### config.mk
export PLATFORM = sky130hd
export DESIGN_NAME = i2c_tx_sched
export DESIGN_NICKNAME = d
export VERILOG_FILES = /design/src/rtl/i2c_tx_sched.sv
export SDC_FILE = /design/constraint.sdc
export NUM_CORES = 1
export LEC_CHECK = 0
export ABC_AREA = 0
export CAP_MARGIN = 5
export CORE_UTILIZATION = 41
export CTS_CLUSTER_DIAMETER = 40
export CTS_CLUSTER_SIZE = 16
export DETAILED_ROUTE_END_ITERATION = 10
export GPL_TIMING_DRIVEN = 1
export PLACE_DENSITY = 0.72
export SLEW_MARGIN = 20
export SYNTH_ARGS = -nofsm -noshare
export SYNTH_HDL_FRONTEND = slang
export SYNTH_SLANG_ARGS = --single-unit
### constraint.sdc
create_clock -name clk_i -period 1.82 [get_ports clk_i]
set_input_delay 0.273 -clock clk_i [delete_from_list [all_inputs] [get_ports clk_i]]
set_output_delay 0.273 -clock clk_i [all_outputs]
set_load 0.005 [all_outputs]
### src/rtl/i2c_tx_sched.sv
// Arbitrates two requesters onto one I2C transmitter and tracks START/STOP/gap on the bus.
// Grant/launch one cycle after a request is seen in IDLE; done one cycle after STOP or timeout.
// Requesters wait by holding req_i; optional round-robin tie-break under I2C_TX_SCHED_RR_EN.
module i2c_tx_sched #(
    parameter int START_TMO = 255,
    parameter int XFER_TMO  = 12000,
    parameter int GAP_CYC   = 60
) (
    input  logic        clk_i,
    input  logic        _rst_i,
    input  logic [1:0]  req_i,
    input  logic [23:0] cmd0_i,
    input  logic [23:0] cmd1_i,
    output logic [1:0]  gnt_o,
    output logic [1:0]  done_o,
    output logic        err_o,
    output logic        busy_o,
    output logic        start_tx_o,
    output logic [23:0] datatx_o,
    input  logic        bus_scl_i,
    input  logic        bus_sda_i
);

    localparam int TMAX_A = (START_TMO > XFER_TMO) ? START_TMO : XFER_TMO;
    localparam int TMAX   = (TMAX_A > GAP_CYC) ? TMAX_A : GAP_CYC;
    localparam int TW     = $clog2(TMAX + 1);

    typedef enum logic [2:0] {IDLE, LAUNCH, WAIT_START, XFER, GAP} state_t;

    state_t        state, state_nxt;
    logic [TW-1:0] timer, timer_nxt, timer_inc;
    logic          load, fin, fin_err, pick, win;
    logic          scl_q1, scl_s, scl_d, sda_q1, sda_s, sda_d;
    logic          start_det, stop_det;

    // Third flop keeps the previous synchronized sample for edge detection.
    always_ff @(posedge clk_i or negedge _rst_i) begin
        if (!_rst_i) begin
            scl_q1 <= 1'b1; scl_s <= 1'b1; scl_d <= 1'b1;
            sda_q1 <= 1'b1; sda_s <= 1'b1; sda_d <= 1'b1;
        end else begin
            scl_q1 <= bus_scl_i; scl_s <= scl_q1; scl_d <= scl_s;
            sda_q1 <= bus_sda_i; sda_s <= sda_q1; sda_d <= sda_s;
        end
    end

    assign start_det = scl_s & scl_d & sda_d & ~sda_s;
    assign stop_det  = scl_s & scl_d & ~sda_d & sda_s;

`ifdef I2C_TX_SCHED_RR_EN
    logic rr_last;

    always_comb begin
        pick = ~req_i[0];
        if (req_i == 2'b11) pick = ~rr_last;
    end

    always_ff @(posedge clk_i or negedge _rst_i) begin
        if (!_rst_i)   rr_last <= 1'b1;
        else if (load) rr_last <= pick;
    end
`else
    assign pick = ~req_i[0];
`endif

    assign timer_inc = (timer == TW'(TMAX)) ? timer : timer + TW'(1);
    assign busy_o    = (state != IDLE);

    always_comb begin
        state_nxt = state;
        timer_nxt = timer_inc;
        load      = 1'b0;
        fin       = 1'b0;
        fin_err   = 1'b0;
        case (state)
            IDLE: begin
                timer_nxt = '0;
                if (req_i != 2'b00) begin
                    load      = 1'b1;
                    state_nxt = LAUNCH;
                end
            end
            LAUNCH: begin
                timer_nxt = '0;
                state_nxt = WAIT_START;
            end
            WAIT_START: begin
                if (start_det) begin
                    timer_nxt = '0;
                    state_nxt = XFER;
                end else if (timer == TW'(START_TMO - 1)) begin
                    fin       = 1'b1;
                    fin_err   = 1'b1;
                    timer_nxt = '0;
                    state_nxt = GAP;
                end
            end
            XFER: begin
                if (stop_det) begin
                    fin       = 1'b1;
                    timer_nxt = '0;
                    state_nxt = GAP;
                end else if (timer == TW'(XFER_TMO - 1)) begin
                    fin       = 1'b1;
                    fin_err   = 1'b1;
                    timer_nxt = '0;
                    state_nxt = GAP;
                end
            end
            GAP: begin
                // Only an uninterrupted run of bus-free cycles counts.
                if (scl_s && sda_s) begin
                    if (timer == TW'(GAP_CYC - 1)) begin
                        timer_nxt = '0;
                        state_nxt = IDLE;
                    end
                end else begin
                    timer_nxt = '0;
                end
            end
            default: begin
                timer_nxt = '0;
                state_nxt = IDLE;
            end
        endcase
    end

    always_ff @(posedge clk_i or negedge _rst_i) begin
        if (!_rst_i) begin
            state      <= IDLE;
            timer      <= '0;
            win        <= 1'b0;
            gnt_o      <= 2'b00;
            done_o     <= 2'b00;
            err_o      <= 1'b0;
            start_tx_o <= 1'b0;
            datatx_o   <= '0;
        end else begin
            state      <= state_nxt;
            timer      <= timer_nxt;
            start_tx_o <= load;
            gnt_o      <= load ? (pick ? 2'b10 : 2'b01) : 2'b00;
            done_o     <= fin ? (win ? 2'b10 : 2'b01) : 2'b00;
            err_o      <= fin & fin_err;
            if (load) begin
                win      <= pick;
                datatx_o <= pick ? cmd1_i : cmd0_i;
            end
        end
    end

endmodule

### After elaboration in Yosys (flattened, before gate mapping)

Index checks and enable logic that the tools add are counted.

* output and inout port bits: 31
* bits of input ports: 54
* register bits after elaboration: 54

* bitwise logic cells: 9
* $add $sub $neg: 1
* multiplexer cells: 30
* equality and inequality tests: 13
* reduce and logical (&&, ||, !) cells: 5

Operators with widths (count)
* $mux 14: 7
* $pmux 14 s3: 1
* $eq 14x14->1 const B: 2
* $mux 24: 1
* $mux 3: 7
* $pmux 3 s5: 1
* $add 14x1->14 const B: 1
* $eq 14x6->1 const B: 1
* $eq 14x8->1 const B: 1
* $mux 2: 4
* $mux 1: 7
* $and 1x1->1: 6
* $eq 3x2->1 const B: 2
* $ne 2x2->1 const B: 3
* $ne 3x3->1 const B: 2
* $reduce_and 5->1: 1
* $pmux 1 s2: 2
* $eq 3x1->1 const B: 1
* $eq 3x3->1 const B: 1
* $logic_not 3->1: 1
* $not 1->1: 3
* $reduce_bool 3->1: 1
* $reduce_bool 2->1: 1
* $logic_and 1x1->1: 1

### Logic depth before layout (Yosys ltp)

Gate-level depths: netlist (run 1).

* word-level depth: 6
* mapped depth: 7

### Worst setup path after synthesis (run 1)

No wires, ideal clock.

* path kind: register to register
* from: reg timer[1]
* to: reg state[1]
* path buffers: 1
* arrival: 1574 ps
* setup time: 129 ps
* required time: 1691 ps
* cell stages (with the launch flop): 7
* setup slack: 117 ps
* path through: dfrtp_1 -> ha_1 -> nand2b_1 -> nor4_4 -> a2bb2oi_2 -> buf_4 -> o21ai_0

* longest elaborated chain between the ends: 3

Ends and longest elaborated chain
* from (decl): line 31 `logic [TW-1:0] timer, timer_nxt, timer_inc;`
* from (signal assigned): line 140 `timer <= timer_nxt;`
* $eq 14x14->1 (tied with other cells): line 103 `end else if (timer == TW'(XFER_TMO - 1)) begin`
* $ne 3x3->1 (no source line) or $ne 2x2->1 (tied branches)
* $reduce_and 5->1 (no source line) (*)
* to (signal assigned): line 139 `state <= state_nxt;`
* to (decl): line 30 `state_t state, state_nxt;`

Every way passes the cells marked *; elsewhere a longest branch is shown, timed or not.
A chain may end at the register's enable or synchronous reset.

### Worst setup path after layout (run 1)

* from: reg state[2]
* to: out busy_o

* longest elaborated chain between the ends: 1

Ends and longest elaborated chain
* $reduce_bool 3->1: line 67 `assign busy_o = (state != IDLE);`
* to (decl): line 17 `output logic busy_o,`

Every way passes these cells.

==> summary.md, run 1 <==
| Metric | Value |
|---|---|
| GRT Total Usage | 0.219 |
| CP max FO | 5 |
| Top FF cell, synth | dfrtp_1 |
| Synth top cells by count | dfrtp_1 (48), o22ai_1 (47), a21oi_1 (40) |
| First-pass GRT wire length | ~11,000 microns |
| Detail Route Antenna Nets | 0 |
| Initial antenna violation count | 0 |
| Worst skew pair latency | 300 ps |
| Type of origin of the critical path | register |
| Final Hold Fails | 0 |
| Distinct cells, synth | 39 |
| Largest net degree at the start of global routing | 39 |
| Total power divided by cell area | 1280 nW/um^2 |
| P_int | 0.00309 W |
| Max-cap violations | 0 |
| Register area share after synthesis | 0.531 |
| Outcome | finished, final reports clean |
| Fin Clk Skew | 8.00 ps |
| Clock power share | 0.143 |
| Min cycle time layout | between 1500 and 2000 ps |
| Min Hold Slack | 354 ps |
| RSZ-0062 raised after global routing | no |
| Area contributors post-synth | dfrtp_1 (47%), o22ai_1 (11%), a21oi_1 (7.8%) |
| H-tree depth | 2 |
| Crit path buffers/inverters | 2 |
| Yosys top cell area share | 0.469 |
| Termination of the worst setup path | busy_o |
| Die ar. | 6570 sq um |
| Clk slew on worst S/H paths | 90 ps |
| Hold Path Stages | 0 |
| TritonCTS clock tree | done |
| Worst path arrival time | 1470 ps |
| Worst r2r src | timer[10]$_DFF_PN0_ |
| Lkg Pwr | about 1.5 nW |
| Dpl cells | about 410 |
| Final #Nets | 398 |
| Syn nets | slightly above 300 |
| Sequence of cells on the critical path | nor3_4 -> inv_1 -> clkdlybuf4s50_1 |
| Number of synthesized flops with an enable pin | 0 |
| Most frequent cell after synthesis | dfrtp_1 |
| Seq pwr share | 0.403 |
| Vias in the first global route | 2,201 |
| Setup violators final | 0 |
| DR pass1 iterations | 4 |
| Required time of the critical path | between 1500 and 2000 ps |
| CP delay by family, top | buffers and inverters |
| Drt wl/cell | 16.7 microns |
| Worst vdd ir | 0.000593 V |
| DIE HEIGHT | between 80 and 90 microns |
| Switching Fraction | 0.339 |
| Max frequency | 573 MHz |
| Slew Limit Fails | 0 |
| Share of cells above drive strength 1 | 0.114 |
| Critical Path Max Stage Delay | 460 ps |
| Die W | 81.0 microns |
| Post-synth ARST share | 1.00 |
| Crit path depth | 3 |
| Combinational share of power | 0.454 |
| Starting DRC count in detailed routing | between 60 and 70 |
| Num CTS Buffers | 5 |
| Starting Density | 0.430 |
| Root Driver | clkbuf_8 |
| Worst relative slew slack | 0.732 |
| WS Path Type | reg2out |
| Post-Synthesis Cell Area | 2560 sq um |
| DP Wirelength | between 4000 and 5000 microns |
| Mean post-synth cell area | 10.3 sq um |
| Synth area leader | dfrtp_1 |
| Synth Register Bits | 54 |
| Worst Setup End Kind | output port |
| Worst setup startpoint | state[2]$_DFFE_PN0P_ |
| Min-Delay Path Class | reg2reg |
| R2r setup slk | between 100 and 150 ps |
| IO Count | 85 |
| Setup_tns | 0 ps |
| Cell Rows | 28 |
| CTS max path bufs | 2 |
| Warnings, synthesis | 0 |
| Core ar. | 5960 sq um |
| Synthesized instance count | 249 |
| Port Buffers | 84 |
| Worst-margin pin slew | around 400 ps |
| Switching pwr | 0.00159 W |
| Fin cells | 417 |
| CP max stage cell | clkdlybuf4s50_1 |
| Vias per cell | 5.61 |
| Synthesis-to-layout area growth | 43.1% |
| Final Power | 0.00468 W |
| Drt total wl | 6950 microns |
| Reg-to-Reg End | done_o[1]$_DFF_PN0_ |
| DRC errors left | 0 |
| Worst r2r path cells | 4 |
| CTS sink count | 54 |
| GP Congestion | 0.830 |
| Diodes inserted | 0 |
| Tcrit/Tclk final | 0.958 |
| GR Overflow Total | 0 |
| Vias | 2,341 |
## power groups by stage
stage	Sequential [W]	Clock, W	Combinational (W)
after global placement	0.00187	0	0.00205
after floorplan	0.00188	0	0.00100
after CTS	0.00187	0.000693	0.00211
after detailed placement	0.00190	0	0.00210
after global routing	0.00194	0.000746	0.00233
final	0.00188	0.000669	0.00212
## per-stage QoR
| step | setup WS (ps) | util | area [sq um] |
|---|---|---|---|
| 6_report | 75.9 | 0.616 | 3670 |
| 5_1_grt | 3.88 | 0.616 | 3670 |
| 4_1_cts | 16.3 | 0.610 | 3630 |
| 3_5_place_dp | 151 | 0.593 | 3530 |
| 3_3_place_gp | 195 | 0.593 | 3530 |
| 2_1_floorplan | 117 | - | 2560 |
## flip-flops by register name, indices dropped and copies added (netlist names)
name / cells
win: 1
datatx_o: 24
sda_q1: 1
gnt_o: 2
state: 3
start_tx_o: 1
scl_s: 1
sda_d: 1
timer: 14
err_o: 1
done_o: 2
scl_q1: 1
scl_d: 1
sda_s: 1
## worst min path at each step
stage / start / endpoint / slack [ps]
finish: sda_q1$_DFF_PN1_ / sda_s$_DFF_PN1_ / 350
global route: bus_scl_i / scl_q1$_DFF_PN1_ / 350
CTS: scl_q1$_DFF_PN1_ / scl_s$_DFF_PN1_ / 360
detailed placement: _rst_i / timer[8]$_DFF_PN0_ / 220
global placement: _rst_i / timer[8]$_DFF_PN0_ / 220
floorplan: _rst_i / datatx_o[0]$_DFFE_PN0P_ / -20
## logic make-up (layout without fill, tap and decap cells)
| kind of cell | count (synthesis) | count (layout) | share of synthesized area |
|---|---|---|---|
| buffers and inverters | 23 | 116 | 0.0401 |
| DFF | 54 | 54 | 0.531 |
| and+or+nand+nor | 59 | 59 | 0.150 |
| adders and majority gates | 3 | 3 | 0.0147 |
| xor gates and xnor gates | 12 | 12 | 0.0410 |
| AOI/OAI and AO/OA | 97 | 97 | 0.220 |
| muxes | 1 | 1 | 0.00391 |
## final cells by class
type,count,area [sq um]
sequential,54,1360
fill,487,2290
clock buffer,7,86.3
tap,75,93.8
clock inverter,1,5.00
timing repair buffer,102,986
inverter,6,22.5
multi-input combinational,172,1110
## placed cells by master (no fill, tap or decap), types with 7 or more instances in the layout
master,Yosys,layout
xor2_1,10,10
clkdlybuf4s50_1,0,83
buf_4,3,16
nor2_1,7,7
a21oi_1,40,40
o22ai_1,47,47
dfrtp_1,48,46
nand2_1,9,9
nand4_1,9,9
## layer usage
layer | vias up | GRT usage | routed length, microns
met4 | 0 | 0.0804 | 140
met5 | - | 0 | 0
met3 | 10 | 0.0528 | 370
met1 | 1127 | 0.269 | 2890
li1 | 1138 | - | -
met2 | 66 | 0.371 | 3550
## what timing repair did
| action | 4_1_cts | 5_1_grt |
|---|---|---|
| gates resized for setup | 0 | 3 |
| hold buffers | 1 | 0 |
| hold endpoints to repair | 10 | 0 |
| setup endpoints to repair | 0 | 1 |
| buffers inserted | 0 | 3 |
Note: power is estimated with default switching activity, not from simulation.
==> run 2: changes to the inputs <==
--- a/config.mk
+++ b/config.mk
@@ -8,7 +8,7 @@
 export ABC_AREA = 0
 export CAP_MARGIN = 5
 export CORE_UTILIZATION = 41
-export CTS_CLUSTER_DIAMETER = 40
+export CTS_CLUSTER_DIAMETER = 100
 export CTS_CLUSTER_SIZE = 16
 export DETAILED_ROUTE_END_ITERATION = 10
 export GPL_TIMING_DRIVEN = 1
==> results of run 2 <==
Same layout as run 1: the final DEF is identical, and so are final timing and power.
==> run 3: changes to the inputs <==
--- a/config.mk
+++ b/config.mk
@@ -6,13 +6,14 @@
 export NUM_CORES = 1
 export LEC_CHECK = 0
 export ABC_AREA = 0
-export CAP_MARGIN = 5
-export CORE_UTILIZATION = 41
+export CAP_MARGIN = 20
+export CORE_UTILIZATION = 43
+export CTS_BUF_LIST = sky130_fd_sc_hd__clkbuf_4
 export CTS_CLUSTER_DIAMETER = 100
 export CTS_CLUSTER_SIZE = 16
 export DETAILED_ROUTE_END_ITERATION = 10
 export GPL_TIMING_DRIVEN = 1
-export PLACE_DENSITY = 0.72
+export PLACE_DENSITY = 0.75
 export SLEW_MARGIN = 20
 export SYNTH_ARGS = -nofsm -noshare
 export SYNTH_HDL_FRONTEND = slang
==> run 3 against run 2 <==
  * Core utilization rose by 4.6 points
  * Non-clock buffer count rose by 5
  * Highest routed layer unchanged
  * Via count rose by 1.8%
==> summary.md, run 3 (synthesis gave the netlist of run 1 again) <==
| Metric | Value |
|---|---|
| Synthesis-to-layout area growth | 44.9% (was 43.1%) |
| Lkg Pwr | 1.57 nW (was 1.54 nW) |
| Setup_tns | 0 ps (unchanged) |
| Biggest regs | datatx_o (24), timer (14), state (3) (unchanged) |
| GRT Total Usage | 0.235 (was 0.219) |
| FILL cells | 459 (was 487) |
| Max FFs per register | 24 (unchanged) |
| Detail Route Antenna Nets | 0 (unchanged) |
| Min cycle time layout | 1730 ps (was 1740 ps) |
| Vias in the first global route | 2,334 (was 2,201) |
| Diodes inserted | 0 (unchanged) |
| Switching Fraction | 0.340 (was 0.339) |
| CTS max path bufs | 2 (unchanged) |
| H-tree depth | 2 (unchanged) |
| Root Driver | clkbuf_4 (was clkbuf_8) |
| Switching pwr | 0.00163 W (was 0.00159 W) |
| Outcome | finished, final reports clean (unchanged) |
| DP Wirelength | 5180 microns (was 5000 microns) |
| Worst relative slew slack | 0.689 (was 0.732) |
| Final #Nets | 403 (was 398) |
| Core ar. | 5610 sq um (was 5960 sq um) |
| Max-cap violations | 0 (unchanged) |
| TritonCTS clock tree | done (unchanged) |
| Starting DRC count in detailed routing | 109 (was 67) |
| Required time of the critical path | 2130 ps (was 1550 ps) |
| Num CTS Buffers | 5 (unchanged) |
| Total power divided by cell area | 1290 nW/um^2 (was 1280 nW/um^2) |
| WS Path Type | reg2reg (was reg2out) |
| Vias per cell | 5.69 (was 5.61) |
| Combinational share of power | 0.471 (was 0.454) |
| RSZ-0062 raised after global routing | no (unchanged) |
| Biggest register | datatx_o (unchanged) |
| Cell Rows | 27 (was 28) |
| DIE HEIGHT | 79.2 microns (was 81.0 microns) |
| DRC errors left | 0 (unchanged) |
| Type of origin of the critical path | register (unchanged) |
| Share of cells above drive strength 1 | 0.130 (was 0.114) |
| First-pass GRT wire length | 11,400 microns (was 10,800 microns) |
| Largest net degree at the start of global routing | 37 (was 39) |
| P_int | 0.00317 W (was 0.00309 W) |
| CP delay by family, top | simple AND/OR/NAND/NOR gates (was buffers and inverters) |
| Die W | 79.2 microns (was 81.0 microns) |
| Fin Clk Skew | 9.27 ps (was 8.00 ps) |
| Commonest non-fill, non-tap cell in the layout | clkdlybuf4s50_1 (unchanged) |
| Worst setup startpoint | timer[10]$_DFF_PN0_ (was state[2]$_DFFE_PN0P_) |
| Starting Density | 0.457 (was 0.430) |
| Critical Path Max Stage Delay | 480 ps (was 460 ps) |
| Worst-margin pin slew | 466 ps (was 401 ps) |
| Setup violators final | 0 (unchanged) |
| Fin util | 0.662 (was 0.616) |
| Worst r2r src | timer[10]$_DFF_PN0_ (unchanged) |
| Seq pwr share | 0.389 (was 0.403) |
| Die ar. | 6270 sq um (was 6570 sq um) |
| Worst vdd ir | 0.000809 V (was 0.000593 V) |
| Crit path buffers/inverters | 0 (was 2) |
| GR Overflow Total | 0 (unchanged) |
| IO Count | 85 (unchanged) |
| Vias | 2,383 (was 2,341) |
| Slew Limit Fails | 0 (unchanged) |
| Tcrit/Tclk final | 0.949 (was 0.958) |
| Worst skew pair latency | 370 ps (was 300 ps) |
| Port Buffers | 84 (unchanged) |
| Most frequent cells in the layout | clkdlybuf4s50_1 (82), o22ai_1 (47), dfrtp_1 (46) (was clkdlybuf4s50_1 (83), o22ai_1 (47), dfrtp_1 (46)) |
| Sequence of cells on the critical path | nor4_2 -> nand4_2 -> or4_4 -> a21oi_1 (was nor3_4 -> inv_1 -> clkdlybuf4s50_1) |
| Drt total wl | 7140 microns (was 6950 microns) |
| Max frequency | 579 MHz (was 573 MHz) |
| Min-Delay Path Class | in2reg (was reg2reg) |
| DR pass1 iterations | 4 (unchanged) |
| Worst Setup End Kind | register (was output port) |
| CTS sink count | 54 (unchanged) |
| Initial antenna violation count | 0 (unchanged) |
| CP max stage cell | dfrtp_1 (was clkdlybuf4s50_1) |
| Min-delay src | bus_scl_i (was sda_q1$_DFF_PN1_) |
| CP max FO | 7 (was 5) |
| Clk slew on worst S/H paths | 160 ps (was 90 ps) |
| Final Hold Fails | 0 (unchanged) |
| Worst path arrival time | 2040 ps (was 1470 ps) |
| Drt wl/cell | 17.1 microns (was 16.7 microns) |
| Clock power share | 0.140 (was 0.143) |
| GP Congestion | 0.859 (was 0.830) |
## run 3: changes by cell type in the layout (fill, tap and decap cells not counted)
cell / before / now
clkbuf_1: 1 / 0
dlygate4sd2_1: 0 / 1
bufinv_16: 0 / 1
a2bb2oi_2: 1 / 0
buf_12: 1 / 2
a2bb2oi_4: 0 / 1
clkdlybuf4s50_1: 83 / 82
inv_6: 0 / 1
buf_4: 16 / 20
clkbuf_8: 6 / 0
clkbuf_4: 0 / 5
## run 3: layout make-up
cell class	count	area (sq um)	area share
flip-flops and latches	54	1360	0.367
multi-input cells	172	1120	0.302
repair buffers	107	1030	0.279
well taps	72	90.1	0.0243
clock inverters	3	43.8	0.0118
clock buffers	5	37.5	0.0101
inverters	6	22.5	0.00607
## run 3: path summary, 6_finish.rpt
| check | endpoint | slack [ps] | cells after the start |
|---|---|---|---|
| min in group asynchronous | timer[0]$_DFF_PN0_ | 370 | 2 |
| hold reg to reg | scl_s$_DFF_PN1_ | 370 | 0 |
| max in group asynchronous | state[1]$_DFFE_PN0P_ | 900 | 3 |
| hold / removal | scl_q1$_DFF_PN1_ | 280 | 1 |
| setup reg to reg | done_o[0]$_DFF_PN0_ | 90 | 4 |
| setup / recovery | done_o[0]$_DFF_PN0_ | 90 | 4 |
## run 3: repair_timing
item | 4_1_cts | 5_1_grt
buffers inserted | 3 | 0
setup endpoints to repair | 1 | 5
endpoints found under the hold margin | 12 | 0
resized for setup | 4 | 1
pin swaps | 1 | 0
hold buffers | 1 | 0
## run 3: through the flow
step	worst slack (ps)	hold WS [ps]	power (W)	instance area (sq um)	std cells
3_5_place_dp	145	250	0.00407	3580	407
6_report	92.4	283	0.00480	3710	419
2_1_floorplan	117	-22.6	0.00288	2560	249
3_3_place_gp	191	241	0.00399	3580	407
5_1_grt	16.7	259	0.00515	3710	419
4_1_cts	118	274	0.00480	3700	419
## run 3: layer usage
metal  GRT usage  up-vias  share of wire
li1            -     1144              -
met1       0.309     1154           0.43
met2       0.393       75           0.50
met3      0.0345       10          0.051
met4      0.0873        0          0.022
met5           0        -              0
## run 3: power by group through the flow
stage	sequential (W)	clock (W)	combinational (W)
after floorplan	0.00188	0	0.00100
after global placement	0.00188	0	0.00212
after detailed placement	0.00190	0	0.00216
final	0.00187	0.000673	0.00226
after global routing	0.00191	0.000740	0.00250
after CTS	0.00186	0.000687	0.00225
